<file path="config.mk">
export PLATFORM = sky130hd
export DESIGN_NAME = mem_bus_arbiter
export DESIGN_NICKNAME = d
export VERILOG_FILES = /design/src/rtl/mem_arb_pkg.sv /design/src/rtl/rr_pick.sv /design/src/rtl/mem_bus_arbiter.sv
export SDC_FILE = /design/constraint.sdc
export NUM_CORES = 1
export LEC_CHECK = 0
export CAP_MARGIN = 25
export CORE_AREA = 2 2 109 111
export DETAILED_ROUTE_END_ITERATION = 16
export DIE_AREA = 0 0 111 113
export SYNTH_ARGS = -nofsm -noshare
export SYNTH_HDL_FRONTEND = slang
export SYNTH_SLANG_ARGS = --single-unit
</file>
<file path="constraint.sdc">
create_clock -name clk -period 2.1 [get_ports clk]
set_input_delay 0.21 -clock clk [delete_from_list [all_inputs] [get_ports clk]]
set_output_delay 0.21 -clock clk [all_outputs]
set_load 0.03 [all_outputs]
</file>
<file path="src/rtl/mem_arb_pkg.sv">
// Shared types and helpers for the memory bus arbiter and its round-robin picker.
package mem_arb_pkg;

    typedef enum logic {
        ARB_IDLE = 1'b0,
        ARB_BUSY = 1'b1
    } arb_state_e;

    // Read data returned to a requester whose transaction was abandoned by the watchdog.
    localparam logic [31:0] ARB_TIMEOUT_RDATA = 32'hDEAD_BEEF;

    // (cur + step) mod n, valid for cur < n and step <= n, so no divider is needed.
    function automatic int unsigned arb_wrap_next(input int unsigned cur,
                                                  input int unsigned step,
                                                  input int unsigned n);
        int unsigned sum;
        sum = cur + step;
        if (sum >= n) begin
            sum = sum - n;
        end
        return sum;
    endfunction

endpackage

</file>
<file path="src/rtl/rr_pick.sv">
// Combinational round-robin picker: first set request bit searching upward
// from last_i+1 (wrapping), with last_i itself checked last.
module rr_pick
    import mem_arb_pkg::*;
#(
    parameter int unsigned N     = 2,
    parameter int unsigned IDX_W = $clog2(N)
) (
    input  logic [N-1:0]     req_i,
    input  logic [IDX_W-1:0] last_i,
    output logic [IDX_W-1:0] win_o,
    output logic             any_o
);

    logic [IDX_W-1:0] cand;

    // Scan farthest-first so the closest requester after last_i overwrites and wins.
    always_comb begin
        win_o = last_i;
        any_o = |req_i;
        cand  = '0;
        for (int k = N; k >= 1; k--) begin
            cand = IDX_W'(arb_wrap_next(32'(last_i), unsigned'(k), N));
            if (req_i[cand]) begin
                win_o = cand;
            end
        end
    end

endmodule

</file>
<file path="src/rtl/mem_bus_arbiter.sv">
// Round-robin arbiter sharing one picorv32 native memory port among NUM_REQ
// requesters, one outstanding downstream transaction at a time.
// Optional watchdog: define MEM_ARB_TIMEOUT_EN to abort a BUSY phase that sees
// no m_ready for TIMEOUT_CYCLES cycles (returns 32'hDEAD_BEEF, pulses timeout_err).
module mem_bus_arbiter
    import mem_arb_pkg::*;
#(
    parameter int unsigned NUM_REQ        = 2,
    parameter int unsigned IDX_W          = $clog2(NUM_REQ),
    parameter int unsigned TIMEOUT_CYCLES = 1024
) (
    input  logic                   clk,
    input  logic                   reset,
    input  logic [NUM_REQ-1:0]     s_valid,
    output logic [NUM_REQ-1:0]     s_ready,
    input  logic [32*NUM_REQ-1:0]  s_addr,
    input  logic [32*NUM_REQ-1:0]  s_wdata,
    input  logic [4*NUM_REQ-1:0]   s_wstrb,
    output logic [31:0]            s_rdata,
    output logic                   m_valid,
    input  logic                   m_ready,
    output logic [31:0]            m_addr,
    output logic [31:0]            m_wdata,
    output logic [3:0]             m_wstrb,
    input  logic [31:0]            m_rdata,
    output logic [IDX_W-1:0]       grant_idx,
    output logic                   busy,
    output logic                   timeout_err
);

    arb_state_e       state_q;
    logic [IDX_W-1:0] grant_q;
    logic [IDX_W-1:0] pick_win;
    logic             pick_any;
    logic             tmo;
    logic             done;

    rr_pick #(
        .N     (NUM_REQ),
        .IDX_W (IDX_W)
    ) u_pick (
        .req_i  (s_valid),
        .last_i (grant_q),
        .win_o  (pick_win),
        .any_o  (pick_any)
    );

    assign busy      = (state_q == ARB_BUSY);
    assign m_valid   = busy;
    assign grant_idx = grant_q;
    assign done      = busy && (m_ready || tmo);

    // The granted requester's slice drives the downstream port directly.
    assign m_addr  = s_addr [32*grant_q +: 32];
    assign m_wdata = s_wdata[32*grant_q +: 32];
    assign m_wstrb = s_wstrb[4*grant_q  +: 4];

`ifdef MEM_ARB_TIMEOUT_EN
    localparam int unsigned CNT_W = $clog2(TIMEOUT_CYCLES + 1);

    logic [CNT_W-1:0] cnt_q;

    // A real m_ready in the last allowed cycle beats the watchdog.
    assign tmo         = busy && !m_ready && (cnt_q == CNT_W'(TIMEOUT_CYCLES - 1));
    assign timeout_err = tmo;
    assign s_rdata     = tmo ? ARB_TIMEOUT_RDATA : m_rdata;

    // Watchdog counter: held at zero in IDLE, counts BUSY cycles without m_ready.
    always_ff @(posedge clk) begin
        if (reset || state_q == ARB_IDLE) begin
            cnt_q <= '0;
        end else if (!m_ready) begin
            cnt_q <= cnt_q + 1'b1;
        end
    end
`else
    logic [31:0] unused_timeout_cycles;

    assign unused_timeout_cycles = TIMEOUT_CYCLES;
    assign tmo                   = 1'b0;
    assign timeout_err           = 1'b0;
    assign s_rdata               = m_rdata;
`endif

    // Completion pulse goes only to the granted requester, in the m_ready cycle.
    always_comb begin
        s_ready = '0;
        if (done) begin
            s_ready[grant_q] = 1'b1;
        end
    end

    // Arbitration FSM: grant in IDLE, hold the grant until completion in BUSY.
    always_ff @(posedge clk) begin
        if (reset) begin
            state_q <= ARB_IDLE;
            grant_q <= IDX_W'(NUM_REQ - 1);
        end else begin
            case (state_q)
                ARB_IDLE: begin
                    if (pick_any) begin
                        grant_q <= pick_win;
                        state_q <= ARB_BUSY;
                    end
                end
                ARB_BUSY: begin
                    if (done) begin
                        state_q <= ARB_IDLE;
                    end
                end
                default: state_q <= ARB_IDLE;
            endcase
        end
    end

endmodule

</file>
=== Yosys cells after proc, flatten, opt, wreduce, memory -nomap -nowiden ===
Cells that the tools add are included.

* Flip-flop bits (word level): 2
* Bits in latches: 0
* Bits in writable memories: 0
* Memory bits (read-only): 0
* Input port bits: 173
* Output and inout bits: 106
* Word-level logic and storage cells: 35
* Memories: 0

* $add $sub $neg: 4
* Multiply operators: 0
* Divide/modulo/power cells: 0
* Magnitude comparators: 6
* Equality and inequality tests: 0
* Shift-type cells: 3
* Multiplexer cells: 14
* Bitwise logic cells: 1
* Reductions and logical operators: 5

{| class="wikitable"
|+ Operators with widths
! kind !! number
|-
| $shiftx 64x7->32 || 2
|-
| $mux 1 || 11
|-
| $shiftx 8x4->4 || 1
|-
| $lt 1x2->1 const B || 3
|-
| $add 1x2->3 const B || 1
|-
| $ge 3x2->1 const B || 1
|-
| $reduce_and 3->1 || 1
|-
| $add 1x1->2 const B || 1
|-
| $ge 2x2->1 const B || 1
|-
| $logic_and 1x1->1 || 2
|-
| $mux 2 || 1
|-
| $pmux 1 s2 || 1
|-
| $reduce_bool 2->1 || 1
|-
| $reduce_or 2->1 || 1
|-
| $sub 1x1->1 const B || 2
|-
| $demux 1 s1 || 1
|-
| $ge 1x1->1 const B || 1
|-
| $not 1->1 || 1
|}

=== Logic depth before layout (Yosys ltp) ===
Gate-level depths: netlist (run 1).

* Depth after elaboration: 7
* Mapped depth: 4
* Depth with buffers taken out: 2

=== By module ===
A second synthesis (run 1) with hierarchy kept.

* Cells, all modules: 125
* Area total of the unflattened synthesis: 1,531.5 µm²

{| class="wikitable"
|+ Modules (own cells, without submodules)
! module !! instances !! cells each !! area each (µm²) !! sequential area each (µm²)
|-
| mem_bus_arbiter || 1 || 122 || 1,511.4 || 40.0
|-
| rr_pick || 1 || 3 || 20.0 || 0.0
|}

=== Worst setup path after synthesis (run 1) ===
OpenSTA, ideal clock, no wires.

* Path type: flip-flop to output port
* From: register grant_q (netlist: grant_idx)
* To: output port m_addr[25]
* Data arrival time: 1,241 ps
* Required time: 1,890 ps
* Setup slack: 649 ps
* Stages on the path, launching flop included: 4
* Buffers on the path: 2
* Cells stage by stage: dfxtp_1 -> buf_6 -> buf_8 -> mux2_4

* Longest elaborated chain between the ends: 1

{| class="wikitable"
|+ RTL lines
! what !! RTL line !! RTL
|-
| from (decl) || mem_bus_arbiter.sv:32 || <nowiki>logic [IDX_W-1:0] grant_q;</nowiki>
|-
| from (signal assigned) || mem_bus_arbiter.sv:97 || <nowiki>grant_q <= IDX_W'(NUM_REQ - 1);</nowiki>
|-
| from (signal assigned) || mem_bus_arbiter.sv:102 || <nowiki>grant_q <= pick_win;</nowiki>
|-
| $shiftx 64x7->32 || mem_bus_arbiter.sv:54 || <nowiki>assign m_addr = s_addr [32*grant_q +: 32];</nowiki>
|-
| to (decl) || mem_bus_arbiter.sv:22 || <nowiki>output logic [31:0] m_addr,</nowiki>
|}

No other way between the ends.

=== Worst setup path after layout (run 1) ===
* From: register grant_q (netlist: grant_idx)
* To: output port m_addr[12]

The elaborated chain is that of the path after synthesis.

==> results of run 1 <==
-- sequential cells by signal, indices dropped and copies added, names as in the netlist --
name,count
grant_idx,1
busy,1
-- layout make-up --
type	instances	area [µm²]
Fill cell	1154	7700
Timing Repair Buffer	216	2200
Multi-Input combinational cell	78	1070
Tap cell	143	179
Clock buffer	4	78.8
Sequential cell	2	43.8
-- logic make-up (layout without fill, tap and decap cells) --
group | Yosys count | count (layout) | synth area share [%]
other | 1 | 1 | 0.248
buffers and inverters | 42 | 220 | 26.5
AOI/OAI and AO/OA | 2 | 2 | 0.826
muxes | 68 | 68 | 67.2
DFF | 2 | 2 | 2.64
and+or+nand+nor | 7 | 7 | 2.56
-- where the power goes --
part | total, W | leakage, nW | internal, W | switching [W]
Clock | 0.000300 | 0.0382 | 0.000250 | 0.0000500
Combinational | 0.00115 | 1.51 | 0.000677 | 0.000476
Sequential | 0.0000504 | 0.0168 | 0.0000420 | 0.00000835
Total | 0.00150 | 1.56 | 0.000969 | 0.000534
-- worst max-delay path by stage --
| stage | startpoint | endpoint | slack, ns | depth (start not counted) |
|---|---|---|---|---|
| floorplan | grant_idx | m_addr[25] | 0.65 | 3 |
| global placement | m_ready | s_ready[0] | 0.35 | 4 |
| detailed placement | grant_idx | m_wdata[28] | 0.34 | 3 |
| CTS | grant_idx | m_wdata[28] | 0.1 | 3 |
| global route | grant_idx | m_wdata[28] | 0.08 | 3 |
| finish | grant_idx | m_addr[12] | 0.12 | 3 |
-- cells in the final DEF, fill, tap and decap left out, types with 2 or more instances in the layout --
master	count
buf_4	2
nor2_1	2
clkbuf_16	3
clkdlybuf4s50_1	210
buf_12	4
mux2_4	67
-- layer usage --
layer	track usage, %	up-vias	wire, µm
li1	-	752	-
met1	9.33	714	2120
met2	16.7	125	3150
met3	2.36	23	539
met4	3.75	0	134
met5	0	-	0
-- metrics by stage --
step                      cells  power (W)  cell area [µm²]  hold WS [ns]  setup slack, ns
after floorplan             122   0.000816             1510         0.288            0.649
after detailed placement    439    0.00122             3490         0.420            0.336
final                       443    0.00150             3570         0.420            0.124
after global placement      439    0.00121             3490         0.420            0.351
after global routing        443    0.00156             3570         0.420           0.0760
after CTS                   443    0.00152             3570         0.420           0.0974
==> results.sh, run 1 <==
export IMPL_status="completed"
export IMPL_rr_endpoint="grant_idx"
export IMPL_grt_max_degree=26
export IMPL_rrSetupSlack_ns=1.06
export IMPL_grt_pass1_wl_mm=8.87
export IMPL_cts_resized=0
export IMPL_reg2regPathDepth=3
export IMPL_synthArstFlopShare_pct=0
export IMPL_synth_top_area_share_pct=66.4
export IMPL_hold_start="m_rdata[17]"
export IMPL_ir_worst_vdd_mv=0.186
export IMPL_finalSetupTns_ns=0
export IMPL_numCtsBuffers=3
export IMPL_routedWlPerCell_um=13.4
export IMPL_finalWirelength_mm=5.95
export IMPL_cts_path_max_buffers=2
export IMPL_cp_buffers_inverters=2
export IMPL_rsz0062_at_grt="false"
export IMPL_clkTransAtPathRegs_ns=0.03
export IMPL_whs_path_depth=0
export IMPL_ant_nets=0
export IMPL_die_w_um=111
export IMPL_synth_seq_area_share_pct=2.64
export IMPL_final_util_pct=31.7
export IMPL_cts_hold_buf=0
export IMPL_cts_tree="yes"
export IMPL_row_count=39
export IMPL_syn_inst=122
export IMPL_crit_slowest_cell="clkdlybuf4s50_1"
export IMPL_hold_viol=0
export IMPL_path_class="reg2out"
export IMPL_finalMaxSlewViolations=0
export IMPL_initial_core_util_pct=13.4
export IMPL_period_needed_ns=1.98
export IMPL_drc=0
export IMPL_drive_gt1_share_pct=26.0
export IMPL_r2r_start="grant_idx"
export IMPL_fin_worst_skew_ns=0.00107
export IMPL_fin_nets=474
export IMPL_viasPerCell=3.64
export IMPL_grt_total_usage_pct=8.87
export IMPL_yosysMostFrequentCell="mux2_4"
export IMPL_routabilityCongestion=0.780
export IMPL_hpwl_mm=5.25
export IMPL_htree_levels=1
export IMPL_max_freq_mhz=506
export IMPL_ys_flop_type="dfxtp_1"
export IMPL_critical_path_max_stage_delay_ns=0.60
export IMPL_insertedDiodeCount=0
export IMPL_setup_violations=0
export IMPL_drv_cap=0
export IMPL_synth_area_per_cell_um2=12.4
export IMPL_critPathLaunchType="register"
export IMPL_dr_pass1_iters=3
export IMPL_post_cts_buffers=0
export IMPL_ys_ff_latch=2
export IMPL_synth_top_cells_by_count="mux2_4 (67), buf_4 (34), buf_12 (6)"
export IMPL_worst_hold_path_type="in2out"
export IMPL_io_pins=279
export IMPL_critPathTopFamily="buffers and inverters"
export IMPL_synthesis_area_um2=1510
export IMPL_dieArea_um2=12500
export IMPL_cp_cell_sequence="buf_12 -> mux2_4 -> clkdlybuf4s50_1"
export IMPL_portBuffers=213
export IMPL_end_kind="output port"
export IMPL_cts_sinks=2
export IMPL_synth_top_area_cell="mux2_4"
export IMPL_num_vias=1614
export IMPL_clk_latency_ns=0.22
export IMPL_yosys_warnings=0
export IMPL_first_global_vias=1684
export IMPL_antenna_found_initial=0
export IMPL_min_to="s_rdata[17]"
export IMPL_critPathArrivalTime_ns=1.77
export IMPL_period_share_pct=94.1
export IMPL_clockRootBuffer="clkbuf_16"
export IMPL_critPathMaxFanout=25
export IMPL_grt_overflow=0
export IMPL_leakagePower_nw=1.56
export IMPL_area_growth_synth_to_final_pct=136
export IMPL_drtIter0Drc=35
export IMPL_synthTopCellsByArea="mux2_4 (66%), buf_4 (17%), buf_12 (7.9%), dfxtp_1 (2.6%), buf_8 (0.99%)"
export IMPL_die_h_um=113
export IMPL_worstPathRequired_ns=1.89
export IMPL_mappedNetlistNets=295
export IMPL_powerDensity_nw_per_um2=421
export IMPL_synth_edf_count=0
export IMPL_synth_cell_types=16
export IMPL_core_um2=11300
(Power assumes the default switching activity.)
==> run 2, diff against run 1 <==
CELL_PAD_IN_SITES_DETAIL_PLACEMENT = 1   (was default)
CELL_PAD_IN_SITES_GLOBAL_PLACEMENT = 1   (was default)
CORE_AREA = default   (was 2 2 109 111)
CORE_ASPECT_RATIO = 0.5   (was default)
CORE_MARGIN = 1.5   (was default)
CORE_UTILIZATION = 13   (was default)
DIE_AREA = default   (was 0 0 111 113)
PLACE_DENSITY_LB_ADDON = 0.1   (was default)
==> run 2 against run 1 <==
- sequential share of layout area hardly changed
- critical path depth unchanged
- die area shrank 1.6%
- final area increased by 0.28%
- fmax shrank 0.37%
- global-route usage rose by 1.8 points
- sequential power shrank 2%
- combinational power about the same
- non-clock buffer count unchanged
- hold slack hardly changed
- critical endpoint is now m_wdata[28]
==> results.sh, run 2 (synthesis gave the netlist of run 1 again) <==
export IMPL_die_w_um=156
export IMPL_clkTransAtPathRegs_ns=0.03
export IMPL_first_global_vias=1692
export IMPL_fillCellCount=1255
export IMPL_ant_nets=0
export IMPL_status="completed"
export IMPL_critPathArrivalTime_ns=1.77
export IMPL_dr_pass1_iters=3
export IMPL_fin_nets=474
export IMPL_mostFrequentLayoutCells="clkdlybuf4s50_1 (211), mux2_4 (67), clkbuf_16 (3), buf_12 (3)"
export IMPL_max_freq_mhz=504
export IMPL_grt_overflow=0
export IMPL_numCtsBuffers=3
export IMPL_initial_core_util_pct=13.5
export IMPL_antenna_found_initial=0
export IMPL_ir_worst_vdd_mv=0.193
export IMPL_rsz0062_at_grt="false"
export IMPL_period_needed_ns=1.98
export IMPL_critPathMaxFanout=25
export IMPL_cts_hold_buf=0
export IMPL_cts_path_max_buffers=2
export IMPL_portBuffers=213
export IMPL_worst_hold_path_type="in2out"
export IMPL_routabilityCongestion=0.721
export IMPL_clockRootBuffer="clkbuf_16"
export IMPL_area_growth_synth_to_final_pct=137
export IMPL_routedWlPerCell_um=15.6
export IMPL_grt_max_degree=27
export IMPL_row_count=27
export IMPL_num_vias=1598
export IMPL_finalMaxSlewViolations=0
export IMPL_dieArea_um2=12300
export IMPL_clk_latency_ns=0.22
export IMPL_drive_gt1_share_pct=25.7
export IMPL_end_kind="output port"
export IMPL_hpwl_mm=6.23
export IMPL_grt_pass1_wl_mm=10.0
export IMPL_cts_resized=0
export IMPL_post_cts_buffers=0
export IMPL_multi_input_area_um2=1070
export IMPL_core_um2=11200
export IMPL_viasPerCell=3.48
export IMPL_insertedDiodeCount=0
export IMPL_worstPathRequired_ns=1.89
export IMPL_leakagePower_nw=1.56
export IMPL_drv_cap=0
export IMPL_io_pins=279
export IMPL_powerDensity_nw_per_um2=420
export IMPL_drtIter0Drc=16
export IMPL_finalSetupTns_ns=0
export IMPL_grt_total_usage_pct=10.7
export IMPL_final_util_pct=32.0
export IMPL_seq_area_um2=43.8
export IMPL_drc=0
export IMPL_critPathLaunchType="register"
export IMPL_cts_sinks=2
export IMPL_setup_violations=0
export IMPL_finalWirelength_mm=7.15
export IMPL_htree_levels=1
export IMPL_path_class="reg2out"
export IMPL_die_h_um=79.3
export IMPL_period_share_pct=94.4
export IMPL_cts_tree="yes"
export IMPL_hold_viol=0
export IMPL_fin_worst_skew_ns=0.000190
export IMPL_final_common_cell="clkdlybuf4s50_1"
## run 2: changes by cell type in the layout (fill, tap and decap cells not counted)
cell,previous run,this run
buf_12,4,3
clkdlybuf4s50_1,210,211
## run 2: final timing paths
check	startpoint	end	slack (ns)	cells after the start
hold / removal	m_rdata[11]	s_rdata[11]	0.42	0
setup / recovery	grant_idx	m_wdata[28]	0.12	3
setup reg to reg	grant_idx	grant_idx	1.10	3
hold reg to reg	busy	busy	0.61	1
## run 2: worst max-delay path: stages, from the launching register on
cell	delay (ns)
dfxtp_4	0.38
buf_12	0.22
mux2_2	0.36
clkdlybuf4s50_1	0.59
## run 2: per-layer routing
metal  part of all wire, %  GRT usage (%)  vias to the layer above
li1                      -              -                      754
met2                    57           22.4                       92
met1                    34           10.4                      724
met5                     0              0                        -
met3                   6.4           1.97                       28
met4                   2.4           4.00                        0
## run 2: area by class of cell
class | instances | area share, %
Clock buffer | 4 | 2.20
Tap cell | 159 | 5.56
Sequential cell | 2 | 1.22
Multi-Input combinational cell | 78 | 29.9
Timing Repair Buffer | 216 | 61.1
## run 2: power breakdown
part | leakage, nW | internal [W] | switching (W)
Sequential | 0.0168 | 0.0000420 | 0.00000718
Clock | 0.0382 | 0.000250 | 0.0000449
Combinational | 1.50 | 0.000675 | 0.000484
Total | 1.56 | 0.000967 | 0.000536
## run 2: stage by stage
| stage | hold WS [ns] | power [W] | area, µm² | worst slack (ns) | instances |
|---|---|---|---|---|---|
| after floorplan | 0.288 | 0.000816 | 1510 | 0.649 | 122 |
| after global placement | 0.420 | 0.00121 | 3500 | 0.340 | 455 |
| after detailed placement | 0.420 | 0.00122 | 3500 | 0.339 | 455 |
| after CTS | 0.420 | 0.00153 | 3580 | 0.107 | 459 |
| after global routing | 0.420 | 0.00157 | 3580 | 0.0633 | 459 |
| final | 0.420 | 0.00150 | 3580 | 0.117 | 459 |
